$ cat config.mk
export PLATFORM = sky130hd
export DESIGN_NAME = rf_arbiter_flat
export DESIGN_NICKNAME = d
export VERILOG_FILES = /design/src/rtl/rf_arbiter_if.sv /design/src/rtl/rf_arbiter.sv /design/src/flat_wrapper.sv
export SDC_FILE = /design/constraint.sdc
export NUM_CORES = 1
export LEC_CHECK = 0
export BUFFER_PORTS_ARGS = -buffer_cell sky130_fd_sc_hd__buf_4
export CAP_MARGIN = 20
export CORE_MARGIN = 2
export CORE_UTILIZATION = 49
export CTS_BUF_LIST = sky130_fd_sc_hd__clkbuf_16
export DETAILED_ROUTE_END_ITERATION = 8
export PLACE_DENSITY = 0.84
export SYNTH_ARGS = -nofsm -noshare
export SYNTH_HDL_FRONTEND = slang
export SYNTH_SLANG_ARGS = --single-unit
$ cat constraint.sdc
create_clock -name clk -period 2.05 [get_ports clk]
set_input_delay 0.205 -clock clk [delete_from_list [all_inputs] [get_ports clk]]
set_output_delay 0.205 -clock clk [all_outputs]
set_load 0.05 [all_outputs]
$ cat src/rtl/rf_arbiter_if.sv
// Host/debug port bundle for the register-file arbiter.
// The host side drives the request fields; the arbiter returns ack, read data and error.
interface rf_arbiter_if #(
  parameter int WIDTH  = 16,
  parameter int ADDR_W = 4
);
  logic              host_req;
  logic              host_we;
  logic [ADDR_W-1:0] host_addr;
  logic [WIDTH-1:0]  host_wdata;
  logic              host_ack;
  logic [WIDTH-1:0]  host_rdata;
  logic              host_err;

  modport master (
    output host_req, host_we, host_addr, host_wdata,
    input  host_ack, host_rdata, host_err
  );

  modport slave (
    input  host_req, host_we, host_addr, host_wdata,
    output host_ack, host_rdata, host_err
  );
endinterface

$ cat src/rtl/rf_arbiter.sv
// Register-file arbiter: core has zero-latency pass-through priority, the host is served
// when the core is idle or after STARVE_MAX contended cycles, stalling the core meanwhile.
//
// state   | meaning
// IDLE    | core owns the file; host request may be captured here
// HOST    | captured host access presented to the register file
// HOST_RD | waiting one cycle for register-file read data
// ACK     | host_ack pulse with error flag and read data
module rf_arbiter #(
  parameter int WIDTH      = 16,
  parameter int REG_NUM    = 16,
  parameter int ADDR_W     = 4,
  parameter int STARVE_MAX = 4
) (
  input  logic              clk,
  input  logic              rst,
  input  logic              core_en,
  input  logic              core_r_or_w,
  input  logic [ADDR_W-1:0] core_addr,
  input  logic [WIDTH-1:0]  core_wdata,
  output logic              core_stall,
  rf_arbiter_if.slave       host,
  output logic              rf_en,
  output logic              rf_r_or_w,
  output logic [ADDR_W-1:0] rf_addr,
  output logic [WIDTH-1:0]  rf_wdata,
  input  logic [WIDTH-1:0]  rf_rdata
);

  localparam int CNT_W = $clog2(STARVE_MAX + 1);
  localparam logic [CNT_W-1:0] STARVE_TOP = CNT_W'(STARVE_MAX);

  typedef enum logic [1:0] {IDLE, HOST, HOST_RD, ACK} state_t;

  state_t            state;
  state_t            state_nxt;
  logic [CNT_W-1:0]  starve_cnt;
  logic              cap_we;
  logic              cap_inv;
  logic [ADDR_W-1:0] cap_addr;
  logic [WIDTH-1:0]  cap_wdata;
  logic [WIDTH-1:0]  rdata_q;
  logic              grant;
  logic              addr_inv;

  assign addr_inv = (32'(host.host_addr) >= 32'(REG_NUM));
  assign grant    = host.host_req && (!core_en || (starve_cnt == STARVE_TOP));

  always_ff @(posedge clk) begin
    if (!rst) begin
      state <= IDLE;
    end else begin
      state <= state_nxt;
    end
  end

  always_comb begin
    state_nxt = state;
    case (state)
      IDLE:    if (grant) state_nxt = HOST;
      HOST:    state_nxt = (!cap_inv && !cap_we) ? HOST_RD : ACK;
      HOST_RD: state_nxt = ACK;
      ACK:     state_nxt = IDLE;
      default: state_nxt = IDLE;
    endcase
  end

  // Host fields are frozen at grant so the host bus is free to change afterwards.
  always_ff @(posedge clk) begin
    if (!rst) begin
      starve_cnt <= '0;
      cap_we     <= 1'b0;
      cap_inv    <= 1'b0;
      cap_addr   <= '0;
      cap_wdata  <= '0;
      rdata_q    <= '0;
    end else begin
      if (state == IDLE) begin
        if (grant) begin
          cap_we     <= host.host_we;
          cap_inv    <= addr_inv;
          cap_addr   <= host.host_addr;
          cap_wdata  <= host.host_wdata;
          starve_cnt <= '0;
          rdata_q    <= '0;
        end else if (host.host_req) begin
          if (starve_cnt != STARVE_TOP) starve_cnt <= starve_cnt + CNT_W'(1);
        end else begin
          starve_cnt <= '0;
        end
      end
      if (state == HOST_RD) rdata_q <= rf_rdata;
    end
  end

  always_comb begin
    rf_en           = 1'b0;
    rf_r_or_w       = 1'b0;
    rf_addr         = '0;
    rf_wdata        = '0;
    core_stall      = (state != IDLE);
    host.host_ack   = (state == ACK);
    host.host_err   = (state == ACK) && cap_inv;
    host.host_rdata = rdata_q;
    case (state)
      IDLE: begin
        rf_en     = core_en;
        rf_r_or_w = core_r_or_w;
        rf_addr   = core_addr;
        rf_wdata  = core_wdata;
      end
      HOST: begin
        rf_en     = !cap_inv;
        rf_r_or_w = !cap_we;
        rf_addr   = cap_addr;
        rf_wdata  = cap_wdata;
      end
      default: ;
    endcase
  end

endmodule

$ cat src/flat_wrapper.sv
// flat-port wrapper written by rule: the top's interface ports become plain ports
module rf_arbiter_flat 
#(
  parameter int WIDTH      = 16,
  parameter int REG_NUM    = 16,
  parameter int ADDR_W     = 4,
  parameter int STARVE_MAX = 4
)
  (clk, rst, core_en, core_r_or_w, core_addr, core_wdata, core_stall, rf_en, rf_r_or_w, rf_addr, rf_wdata, rf_rdata, host_host_req, host_host_we, host_host_addr, host_host_wdata, host_host_ack, host_host_rdata, host_host_err);
  rf_arbiter_if #(.WIDTH(WIDTH), .ADDR_W(ADDR_W)) host_i ();
  input  logic clk;
  input  logic rst;
  input  logic core_en;
  input  logic core_r_or_w;
  input  logic [ADDR_W-1:0] core_addr;
  input  logic [WIDTH-1:0] core_wdata;
  output logic core_stall;
  output logic rf_en;
  output logic rf_r_or_w;
  output logic [ADDR_W-1:0] rf_addr;
  output logic [WIDTH-1:0] rf_wdata;
  input  logic [WIDTH-1:0] rf_rdata;
  input wire logic [$bits(host_i.host_req)-1:0] host_host_req;
  input wire logic [$bits(host_i.host_we)-1:0] host_host_we;
  input wire logic [$bits(host_i.host_addr)-1:0] host_host_addr;
  input wire logic [$bits(host_i.host_wdata)-1:0] host_host_wdata;
  output wire logic [$bits(host_i.host_ack)-1:0] host_host_ack;
  output wire logic [$bits(host_i.host_rdata)-1:0] host_host_rdata;
  output wire logic [$bits(host_i.host_err)-1:0] host_host_err;
  assign host_i.host_req = host_host_req;
  assign host_i.host_we = host_host_we;
  assign host_i.host_addr = host_host_addr;
  assign host_i.host_wdata = host_host_wdata;
  assign host_host_ack = host_i.host_ack;
  assign host_host_rdata = host_i.host_rdata;
  assign host_host_err = host_i.host_err;
  rf_arbiter #(.WIDTH(WIDTH), .REG_NUM(REG_NUM), .ADDR_W(ADDR_W), .STARVE_MAX(STARVE_MAX)) u_core (.clk(clk), .rst(rst), .core_en(core_en), .core_r_or_w(core_r_or_w), .core_addr(core_addr), .core_wdata(core_wdata), .core_stall(core_stall), .host(host_i), .rf_en(rf_en), .rf_r_or_w(rf_r_or_w), .rf_addr(rf_addr), .rf_wdata(rf_wdata), .rf_rdata(rf_rdata));
endmodule
==> results.yml <==
finish:
  drive_above_1_share: 0.346
  final_cells: 400
  nFillCells: 335
  fin_nets: 418
  multi_input_area_mm2: 0.00109
  antenna_cells: 0
  syn2layout_area_growth_pct: 44.5
  ff_latch_area_um2: 841
timing:
  drv_slew: 0
  setup_viol: 0
  slew_headroom: 0.570
  fin_skew_ns: 0.00300
  fin_setup_tns_ns: 0
  hold_viol_final: 0
  max_freq_mhz: 526
  tightest_slew_ns: 0.642
  setup_slack_ns: 0.148
  rsz0062_at_grt: "no"
  post-route-period-util: 0.928
  min_period_ns: 1.90
min_path:
  hold_class: "input pin to flop"
  min_path_cells: 3
synthesis:
  synth_top_family_by_area: "compound AO/OA/AOI/OAI gates"
  synth-seq-cells: 42
  async_flop_share: 0
  synthMuxAreaShare: 0
  ys_warn_count: 0
  synth_top_cell_area_share: 0.399
  yosys.area_share.xor_xnor: 0
  synth_fa_ha_area_frac: 0.0415
  syn_avg_cell_area_um2: 8.17
  synth-edff-count: 0
  syn_inst: 258
  synth_top_cell_by_area: "dfxtp_1"
  synthTopCellsByArea: "dfxtp_1 (40%), a21oi_1 (9.5%), a22o_1 (8.3%)"
  ys_types: 31
  synth-simple-area-share: 0.165
  syn_nets: 327
  synth_compound_area_frac: 0.310
  netlist_area_mm2: 0.00211
  ys.flop_type: "dfxtp_1"
  seq_area_frac_synth: 0.399
cts:
  clock_sinks: 42
  htreeDepth: 2
  cts_setup_buffers: 0
  cts_resized: 0
  cts_root_buffer: "clkbuf_16"
  cts_hold_buf: 0
  clock_path_buffers: 2
  insertion_delay_ns: 0.28
  clkSlewWorstSetupHoldPaths_ns: 0.06
  numCtsBuffers: 5
  cts_tree: "built"
floorplan:
  start_util: 0.520
  die_area_mm2: 0.00484
  core-area_mm2: 0.00406
  fp.dieH_um: 69.6
  ioPinCount: 103
  rows: 23
  die_x_um: 69.6
route:
  wirelength_mm: 6.02
  via_per_inst: 5.43
  drtAntennaViolNets: 0
  drc: 0
  wl_per_cell_um: 15.0
  dr.pass1.iters: 4
  vias: 2173
  drt-initial-drc-count: 174
global_routing:
  antenna_found_initial: 0
  grt_usage: 0.244
  grt_overflow: 0
  grt_pass1_wl_mm: 9.58
  grt_max_degree: 38
  grt_pass1_vias: 2083
run:
  maxCapViolCount: 0
power:
  irDropWorstVdd_uv: 641
  p_leak_nw: 1.39
  powerDensity_mw_per_mm2: 1410
worst_setup_path:
  cp.required_ns: 1.85
  arrival_ns: 1.70
  startpoint_type: "flop"
  crit_type: "flop to primary output"
  rr_worst_depth: 5
  r2r_slack_ns: 0.30
  endpoint_kind: "primary output"
  critPathMaxFanout: 15
place:
  dp_cells: 392
  place_ws_ns: 0.255
  gp_congestion: 0.882
  io_buffers: 101
  post-dp-hpwl_mm: 4.15
outcome:
  status: "finished clean"
-- final cells by class --
cell class | count | area share
well taps | 50 | 0.0205
clock inverters | 3 | 0.0131
clock buffers | 5 | 0.0411
flip-flops and latches | 42 | 0.276
multi-input cells | 183 | 0.359
inverters | 9 | 0.0111
repair buffers | 108 | 0.279
-- cells in the final DEF (no fill, tap or decap), types with 2 or more instances in the layout --
cell       count
nand4_1        2
and2b_1        3
a22o_1        20
o31ai_1        2
nor2b_1       14
buf_4        105
o21ai_1       14
o21ai_0       25
dfxtp_1       42
inv_1          9
a211oi_1       3
clkbuf_16      5
nand2_1       21
a21oi_1       40
nand3_1       21
buf_12         3
ha_1           6
clkinv_2       2
-- stage by stage --
step / util / hold WS (ns) / instance area [um2] / total power [mW]
final: 0.751 / 0.180 / 3050 / 4.30
after CTS: 0.750 / 0.174 / 3040 / 4.29
after global placement: 0.709 / 0.459 / 2880 / 3.39
after detailed placement: 0.709 / 0.466 / 2880 / 3.42
after global routing: 0.751 / 0.172 / 3050 / 4.49
after floorplan: - / 0.345 / 2110 / 2.74
-- worst paths after layout --
check,startpoint,end
worst max-delay path,u_core.state[1]$_SDFFE_PN0P_,rf_wdata[7]
worst min-delay path,rf_rdata[3],u_core.host.host_rdata[3]$_SDFFE_PN0P_
worst max register to register,u_core.state[0]$_SDFFE_PN0P_,u_core.host.host_rdata[3]$_SDFFE_PN0P_
worst min register to register,u_core.cap_addr[0]$_SDFFE_PN0P_,u_core.cap_addr[0]$_SDFFE_PN0P_
-- synth_stat cells (2+ instances only) --
library cell  count
buf_4             9
clkbuf_1          5
a22o_1           20
nor2b_1          14
buf_2             7
inv_1             9
o31ai_1           2
and2b_1           3
o21ai_0          26
nand4_1           2
nand3_1          21
a21oi_1          40
nand2_1          21
a211oi_1          3
ha_1              7
dfxtp_1          42
o21ai_1          13
-- logic make-up after synthesis --
| kind of cell | Yosys count |
|---|---|
| adder cells (fa/ha/maj) | 7 |
| AO/OA/AOI/OAI | 108 |
| flip-flops | 42 |
| AND/OR/NAND/NOR | 67 |
| buffers and inverters | 33 |
| other | 1 |
-- report_power, final --
part / total [mW] / internal, mW / switching [mW]
combinational: 2.42 / 0.777 / 1.64
clock: 0.874 / 0.569 / 0.304
sequential: 1.00 / 0.930 / 0.0745
total: 4.30 / 2.28 / 2.02
-- sequential cells by signal (all words and copies together) (netlist names) --
name	cells
u_core.cap_wdata	16
u_core.state	2
u_core.cap_addr	4
u_core.host.host_rdata	16
u_core.starve_cnt	3
u_core.cap_we	1
-- per-layer routing --
metal / routed length (um) / up-vias / global-route usage
li1: - / 1095 / -
met1: 2390 / 986 / 0.271
met2: 3050 / 83 / 0.423
met3: 484 / 9 / 0.0814
met4: 99 / 0 / 0.102
met5: 0 / - / 0
-- critical path, cell delays in order, from the launching register on --
cell,delay (ns)
dfxtp_1,0.42
inv_1,0.11
ha_1,0.25
buf_4,0.20
a22o_1,0.25
buf_4,0.19
(Power assumes the default switching activity.)
